==> config.mk <==
export PLATFORM = sky130hd
export DESIGN_NAME = ap_ctrl_driver
export DESIGN_NICKNAME = d
export VERILOG_FILES = /design/src/rtl/ap_ctrl_pkg.sv /design/src/rtl/ap_ctrl_driver_ts_fifo.sv /design/src/rtl/ap_ctrl_driver.sv
export SDC_FILE = /design/constraint.sdc
export NUM_CORES = 1
export LEC_CHECK = 0
export ABC_AREA = 1
export CORE_MARGIN = 10
export CORE_UTILIZATION = 50
export DETAILED_ROUTE_END_ITERATION = 10
export HOLD_SLACK_MARGIN = 0.1
export PLACE_DENSITY = 0.7
export SYNTH_ARGS = -nofsm -noshare
export SYNTH_HDL_FRONTEND = slang
export SYNTH_SLANG_ARGS = --single-unit
export TNS_END_PERCENT = 50
==> constraint.sdc <==
create_clock -name clock -period 8.8 [get_ports clock]
set_input_delay 0.88 -clock clock [delete_from_list [all_inputs] [get_ports clock]]
set_output_delay 0.88 -clock clock [all_outputs]
set_load 0.01 [all_outputs]
==> src/rtl/ap_ctrl_pkg.sv <==
// ap_ctrl_pkg: shared FSM state, latency statistics type and constants for the ap_ctrl_chain driver
package ap_ctrl_pkg;
  typedef enum logic [2:0] {IDLE, ARM, START, GAP, DRAIN} state_t;
  localparam int STAT_W = 32;
  localparam logic [STAT_W-1:0] LAT_INIT_MIN = '1;
  typedef struct packed {
    logic [STAT_W-1:0] min;
    logic [STAT_W-1:0] max;
    logic [STAT_W-1:0] sum;
  } stat_t;
endpackage

==> src/rtl/ap_ctrl_driver_ts_fifo.sv <==
// ts_fifo: first-word-fall-through timestamp FIFO tracking outstanding kernel starts
module ts_fifo #(
  parameter int DEPTH = 4,
  parameter int W = 32
) (
  input  logic                   clock,
  input  logic                   reset,
  input  logic                   push,
  input  logic                   pop,
  input  logic [W-1:0]           din,
  output logic [W-1:0]           dout,
  output logic [$clog2(DEPTH):0] count,
  output logic                   full,
  output logic                   empty
);
  localparam int AW = $clog2(DEPTH);
  localparam int CW = AW + 1;
  logic [W-1:0] mem [DEPTH];
  logic [AW-1:0] wp, rp;
  logic do_push, do_pop;
  assign do_push = push && !full;
  assign do_pop = pop && !empty;
  assign full = count == CW'(DEPTH);
  assign empty = count == '0;
  assign dout = mem[rp];
  // storage is written only on an accepted push and needs no reset
  always_ff @(posedge clock) if (do_push) mem[wp] <= din;
  // pointers and occupancy; a same-cycle push and pop leaves count unchanged
  always_ff @(posedge clock) begin
    if (!reset) begin
      wp <= '0;
      rp <= '0;
      count <= '0;
    end else begin
      if (do_push) wp <= wp + 1'b1;
      if (do_pop) rp <= rp + 1'b1;
      count <= count + {{AW{1'b0}}, do_push} - {{AW{1'b0}}, do_pop};
    end
  end
endmodule

==> src/rtl/ap_ctrl_driver.sv <==
// ap_ctrl_driver: ap_ctrl_chain initiator with start pacing, continue back-pressure and latency stats
module ap_ctrl_driver
  import ap_ctrl_pkg::*;
#(
  parameter int CNT_W = 32,
  parameter int TXN_W = 16,
  parameter int DEPTH = 4
) (
  input  logic             clock,
  input  logic             reset,
  input  logic             cmd_go,
  input  logic [TXN_W-1:0] cfg_num_txn,
  input  logic [TXN_W-1:0] cfg_gap,
  input  logic [TXN_W-1:0] cfg_cont_delay,
  output logic             ap_start,
  input  logic             ap_ready,
  input  logic             ap_done,
  output logic             ap_continue,
  output logic             busy,
  output logic             run_done,
  output logic [TXN_W-1:0] txn_started,
  output logic [TXN_W-1:0] txn_done,
  output logic [CNT_W-1:0] lat_min,
  output logic [CNT_W-1:0] lat_max,
  output logic [CNT_W-1:0] lat_sum,
  output logic             err_proto
);
  localparam int CW = $clog2(DEPTH) + 1;
  state_t state, nxt;
  logic [CNT_W-1:0] cyc, ts, ts_head, lat;
  logic [TXN_W-1:0] num_r, gap_r, cdel_r, gcnt, hold, dly;
  logic [CW-1:0] count;
  logic full, empty, push, hs, pop, go, gap_end, drain_end;
  assign go = state == IDLE && cmd_go;
  assign ap_start = state == START;
  assign busy = state != IDLE;
  assign push = ap_start && ap_ready;
  assign dly = busy ? cdel_r : '0;
  assign ap_continue = ap_done && hold == dly;
  assign hs = ap_done && ap_continue;
  assign pop = hs && !empty;
  assign lat = cyc - ts_head;
  assign gap_end = gcnt == gap_r - 1'b1;
  assign drain_end = txn_done == num_r && count == '0;
  ts_fifo #(.DEPTH(DEPTH), .W(CNT_W)) u_fifo (
    .clock, .reset, .push, .pop, .din(ts), .dout(ts_head), .count, .full, .empty
  );
  // start sequencing; the last GAP cycle arms directly so cfg_gap idle cycles separate starts
  always_comb begin
    nxt = state;
    case (state)
      IDLE:    if (cmd_go) nxt = cfg_num_txn == '0 ? DRAIN : ARM;
      ARM:     if (!full) nxt = START;
      START:   if (ap_ready) nxt = txn_started + 1'b1 == num_r ? DRAIN : gap_r == '0 ? ARM : GAP;
      GAP:     if (gap_end) nxt = full ? ARM : START;
      DRAIN:   if (drain_end) nxt = IDLE;
      default: nxt = IDLE;
    endcase
  end
  // state, timestamps, handshake counters and latency statistics
  always_ff @(posedge clock) begin
    if (!reset) begin
      state <= IDLE;
      cyc <= '0;
      ts <= '0;
      gcnt <= '0;
      hold <= '0;
      num_r <= '0;
      gap_r <= '0;
      cdel_r <= '0;
      txn_started <= '0;
      txn_done <= '0;
      run_done <= 1'b0;
      err_proto <= 1'b0;
      lat_min <= CNT_W'(LAT_INIT_MIN);
      lat_max <= '0;
      lat_sum <= '0;
    end else begin
      state <= nxt;
      cyc <= cyc + 1'b1;
      gcnt <= state == GAP ? gcnt + 1'b1 : '0;
      hold <= hs || !ap_done ? '0 : hold + 1'b1;
      run_done <= state == DRAIN && drain_end;
      if (nxt == START && state != START) ts <= cyc + 1'b1;
      if (push) txn_started <= txn_started + 1'b1;
      if (pop) begin
        txn_done <= txn_done + 1'b1;
        lat_min <= lat < lat_min ? lat : lat_min;
        lat_max <= lat > lat_max ? lat : lat_max;
        lat_sum <= lat_sum + lat;
      end
      if (hs && empty) err_proto <= 1'b1;
      if (go) begin
        num_r <= cfg_num_txn;
        gap_r <= cfg_gap;
        cdel_r <= cfg_cont_delay;
        txn_started <= '0;
        txn_done <= '0;
        err_proto <= 1'b0;
        lat_min <= CNT_W'(LAT_INIT_MIN);
        lat_max <= '0;
        lat_sum <= '0;
      end
    end
  end
endmodule

# After elaboration in Yosys (flattened, before gate mapping)
# Memory sizes are Yosys's and may differ from the RTL's. A register that Yosys moved wholly into a read port is not among the register bits.
# Index checks and enable logic that the tools add are counted.
[classes] n_bitwise=1 reduce_logical=25 n_eq_ne=11 div=0 shifts=0 order_cmp=2 n_mul=0 mux=15 addsub=12
[ops] cell="16-bit by 1-bit adder with 16-bit output (second input constant)" n=4
[ops] cell="16-bit == test" n=4
[ops] cell="32-bit by 1-bit adder with 32-bit output (second input constant)" n=1
[ops] cell="32-bit adder" n=1
[ops] cell="32-bit > comparator" n=1
[ops] cell="16-bit zero test" n=2
[ops] cell="32-bit < comparator" n=1
[ops] cell="32-bit subtractor" n=1
[ops] cell="3-bit two-way mux" n=7
[ops] cell="16-bit two-way mux" n=1
[ops] cell="16-bit by 1-bit subtractor with 16-bit output (second input constant)" n=1
[ops] cell="3-bit case mux with 5 select lines" n=1
[ops] cell="1-bit logical AND" n=11
[ops] cell="3-bit by 2-bit == test with 1-bit output (second input constant)" n=3
[ops] cell="2-bit two-way mux" n=4
[ops] cell="3-bit == test (second input constant)" n=2
[ops] cell="3-bit zero test" n=2
[ops] cell="2-bit AND reduction" n=3
[ops] cell="2-bit by 1-bit adder with 2-bit output (second input constant)" n=2
[ops] cell="2-bit OR reduction" n=2
[ops] cell="3-bit by 1-bit adder with 3-bit output" n=1
[ops] cell="3-bit by 1-bit == test with 1-bit output (second input constant)" n=1
[ops] cell="1-bit zero test" n=3
[ops] cell="3-bit by 2-bit != test with 1-bit output (second input constant)" n=1
[ops] cell="other kinds (5)" n=6
[totals] output_inout_bits=133 in_bits=53 n_memories=1 latchBits=0 register_bits=284 mem_bits_ro=0 ram_bits=128
[memory_table] name="u_fifo.mem" depth=4 word_bits=32 rd=1 rd_clocked_by_memory_dff=1 wr=1 line="ap_ctrl_driver_ts_fifo.sv:18" source="logic [W-1:0] mem [DEPTH];"

# Depth between registers and ports, before layout
[logic_depth] ltp_word=9 depth_mapped=32 ltp_nobuf=31

# Modules after synthesis
# From an unflattened synthesis, not the netlist that was laid out.
[unflattened] hier_cells=2993 hier_area_um2=22938.2
[by_module_without_submodules] module="ap_ctrl_driver" n_inst=1 seq_area_each_um2=5545.3 cells_per_inst=2616 area_per_inst_um2=17679.5
[by_module_without_submodules] module="ts_fifo" n_inst=1 seq_area_each_um2=4023.9 cells_per_inst=377 area_per_inst_um2=5258.8

# Worst setup path after synthesis
# Ideal clock, no wire load.
[synth_path] kind="reg-to-reg" from="register (tool-made name)" to="register lat_max[26]" stages_incl_launch_ff=31 arrival_time_ns=4.630 n_path_buf=3 slack_ns=4.038 setup_time_ns=0.132 cell_sequence="dfxtp_1 clkbuf_1 clkbuf_1 o21ai_0 o22ai_1 ha_1 inv_1 fa_1 nand2_1 inv_1 nand2_1 nand2_1 a21oi_1 o21ai_0 a21boi_0 o21ai_0 nand2_1 nand2_1 nand2_1 nand2_1 ha_1 nand4_1 nor3_1 inv_1 nor4_1 nand2_1 a21oi_1 nand2_1 clkbuf_1 nand2_1 a21oi_1"
[synth_lines] item="end signal, assigned" line="ap_ctrl_driver.sv:89" source="lat_max <= lat > lat_max ? lat : lat_max;"
[synth_lines] item="end, declared" line="ap_ctrl_driver.sv:24" source="output logic [CNT_W-1:0] lat_max,"

==> results by group <==
Run status
  • Run status: finished clean

Timing
  • RSZ-0062 raised after global routing: false
  • Final min period: slightly above 6000 ps
  • Final worst slack: between 2000 and 3000 ps
  • Achievable frequency: 162 MHz
  • Final sum of negative setup slack: 0 ps
  • Max-slew violation count: 0
  • Relative slew slack: 0.222
  • WHS: 462 ps
  • Number of failing setup endpoints in the final timing report: 0
  • Tightest Pin Transition: approximately 1200 ps
  • Final clock skew: about 24 ps
  • Final period util: 0.703
  • Final Hold Viols: 0

Worst setup path
  • Required time reported for the critical path endpoint: between 9000 and 10,000 ps
  • Arr. time, crit path: ~6700 ps
  • Endpoint kind of the worst setup timing path: flip-flop
  • End of the worst register-to-register path: lat_min[27]
  • Crit Path Class: flip-flop to flip-flop
  • Number of cell instances on the worst register-to-register path: 24
  • Launching element type of the critical path: flip-flop
  • Critical Path Fanout Max: 64
  • Flop-to-flop setup slack: roughly 2600 ps

Layout
  • Final cell count without fillers: roughly 3,700
  • Total Nets Final: 3,230
  • Antenna Diode Count: 0
  • Area of all placed cells without fillers: between 20,000 and 30,000 um2
  • Leading cell types in the layout, fill and taps excluded: nand2_1, a21oi_1, inv_1
  • Share of layout cells above drive strength 1: 0.0358
  • Area delta synth->final: 16.4%
  • Most frequent standard cell in the layout excluding fill and tap cells: nand2_1

Die
  • Effective utilization at floorplan: 0.508
  • Floorplan core area: about 44,000 um2
  • Full die area: between 50,000 and 60,000 um2
  • Die Span X: between 200 and 250 um
  • Count of boundary I/O pins: 186
  • Die extent in y: around 230 um
  • Number of placement rows: 77

Placement
  • Area post-placement: about 25,000 um2
  • Global placer's final weighted congestion: between 0.9 and 1
  • DP Wirelength: approximately 48 mm
  • Port Buffers: 185
  • Worst slack, placed: between 2000 and 3000 ps
  • Placed cell count: about 3,600

Global routing
  • Global-route met1 utilization: 0.311
  • Met2 track utilization from global routing: 0.388
  • Via count of the first global-routing pass: 19,300
  • Most used routing layer: met2
  • Met3 global-route usage: 0.0453
  • All-Layer GR Usage: 0.236
  • Number of antenna violations at the first check in global routing: 0
  • Maximum number of pins on one net before global-route repair: 90
  • Total grt overflow: 0
  • First-pass GRT wire length: approximately 100 mm

Synthesis
  • Post-synthesis sequential area ratio: 0.424
  • Largest area contributor in the netlist: dfxtp_1
  • Syn Std Cell Area: 22,600 um2
  • Most used flip-flop cell after synthesis: dfxtp_1
  • Synth Instances: between 2,000 and 3,000
  • Total nets after synthesis: between 3,000 and 4,000
  • Count of flip-flops with a built-in enable after synthesis: 128
  • Post-synthesis sequential element count: a little over 400
  • Synth Warn #: 0
  • Cell types occupying the most area after synthesis: dfxtp_1, edfxtp_1, nand2_1, ha_1, a21oi_1
  • Unique cell type count in the Yosys netlist: 48
  • Top cell type's share of synthesized area: 0.254
  • Async set or reset register ratio after synthesis: 0
  • Mean instance size in the synthesized netlist: ~7.8 um2

Detailed routing
  • Wire length per cell: 17.8 um
  • Detailed-routing iteration count for the pre-antenna-repair pass: 5
  • Vias after detailed routing: between 20,000 and 25,000
  • Number of vias per cell after detailed routing: about 5.5
  • Starting DRT DRC Count: 1,775
  • Final ANT Viol Nets: 0
  • Aggregate routed wire length: 65.2 mm
  • Residual DRC: 0

Clock tree
  • Resize count post-CTS: 0
  • Number of buffers created by CTS: 45
  • Clock tree root buffer cell: clkbuf_16
  • Clock tree from TritonCTS: yes
  • Max H-tree Level: 2
  • Bufs on Longest Clock Path: 3
  • Post-CTS setup buffer count: 0
  • Clock insertion delay at the later pin of the skew report: 580 ps
  • Clock slew at reported path FFs: roughly 70 ps
  • # clock sinks: just over 400
  • Number of hold-repair buffers added at the cts stage: 0

Power
  • Power density normalized to cell area: ~250 nW/um2
  • Worst voltage drop across the vdd grid: around 150 uV
  • Leak Pwr: about 0.011 uW

Min path
  • Path type of the worst min-delay path: flip-flop to flip-flop
  • Worst hold path depth: 2
  • Endpoint with the worst hold slack: cdel_r[15]
  • Hold path startpoint: cdel_r[15]

Job
  • Max-cap check violation count: 0
critical path, stage by stage (launching register included):
cell	delay, ps
dfxtp_2	320
inv_2	770
nand2_1	130
a32o_1	310
ha_1	390
nand2_1	120
nor2_1	190
inv_1	80
nor3_1	320
nand3_1	120
nand3_1	180
nand2_1	70
nand2_1	100
xor2_1	670
ha_1	390
a21oi_1	150
nand2_1	70
nand2_1	50
a21oi_1	60
a211o_1	230
a21oi_1	150
nand2_2	410
inv_2	610
nand2_1	120
nand3_1	100
registers in the layout (all words and copies together) (netlist names), 32 cells and up, named ones only:
name / flops
u_fifo.mem: 128
cyc: 32
lat_max: 32
lat_min: 32
lat_sum: 32
ts: 32
routing by layer:
| metal | vias up | wire [um] |
|---|---|---|
| met3 | 111 | 4410 |
| met5 | - | 0 |
| li1 | 10000 | - |
| met4 | 0 | 1530 |
| met2 | 635 | 30000 |
| met1 | 9471 | 29200 |
layout make-up:
| type | count | area (um2) |
|---|---|---|
| timing repair buffer | 198 | 1940 |
| fill | 3976 | 18200 |
| multi-input combinational | 2059 | 11300 |
| inverter | 318 | 1190 |
| clock buffer | 56 | 1210 |
| clock inverter | 25 | 267 |
| tap | 592 | 741 |
| sequential | 414 | 9570 |
synthesized netlist by cell type, types with 31 or more instances:
| library cell | number |
|---|---|
| o21ai_0 | 133 |
| nand2_1 | 639 |
| nand3_1 | 227 |
| nor2_1 | 229 |
| clkbuf_1 | 70 |
| nor3_1 | 42 |
| a21oi_1 | 325 |
| xnor2_1 | 40 |
| edfxtp_1 | 128 |
| dfxtp_1 | 286 |
| ha_1 | 138 |
| xor2_1 | 91 |
| inv_1 | 309 |
| nand4_1 | 37 |
| a32o_1 | 31 |
worst max path at each step:
stage	startpoint	endpoint	slack, ps	cells after the start
2_1_floorplan	flip-flop	lat_max[26]	4040	30
3_3_place_gp	flip-flop	lat_min[23]	2790	24
3_5_place_dp	flip-flop	lat_max[0]	2670	25
4_1_cts	flip-flop	lat_max[21]	2610	25
5_1_grt	flip-flop	lat_max[21]	1770	25
6_report	flip-flop	lat_min[27]	2610	24
per-stage QoR:
stage	util	total power, uW
final	0.591	6440
after global routing	0.591	6830
after CTS	0.591	6460
after detailed placement	0.558	4540
after global placement	0.558	4490
after floorplan	-	3860
power by group:
group | switching [uW] | internal (uW) | leakage, uW
Sequential | 180 | 2190 | 0.00352
Clock | 788 | 1120 | 0.000723
Combinational | 1410 | 748 | 0.00669
logic make-up after synthesis:
kind of cell	share of synthesized area
xor+xnor	0.0519
fa+ha+maj	0.0792
simple gates	0.235
flops	0.424
compound gates	0.135
buf+inv	0.0748
Power figures use the tool's default switching activity.
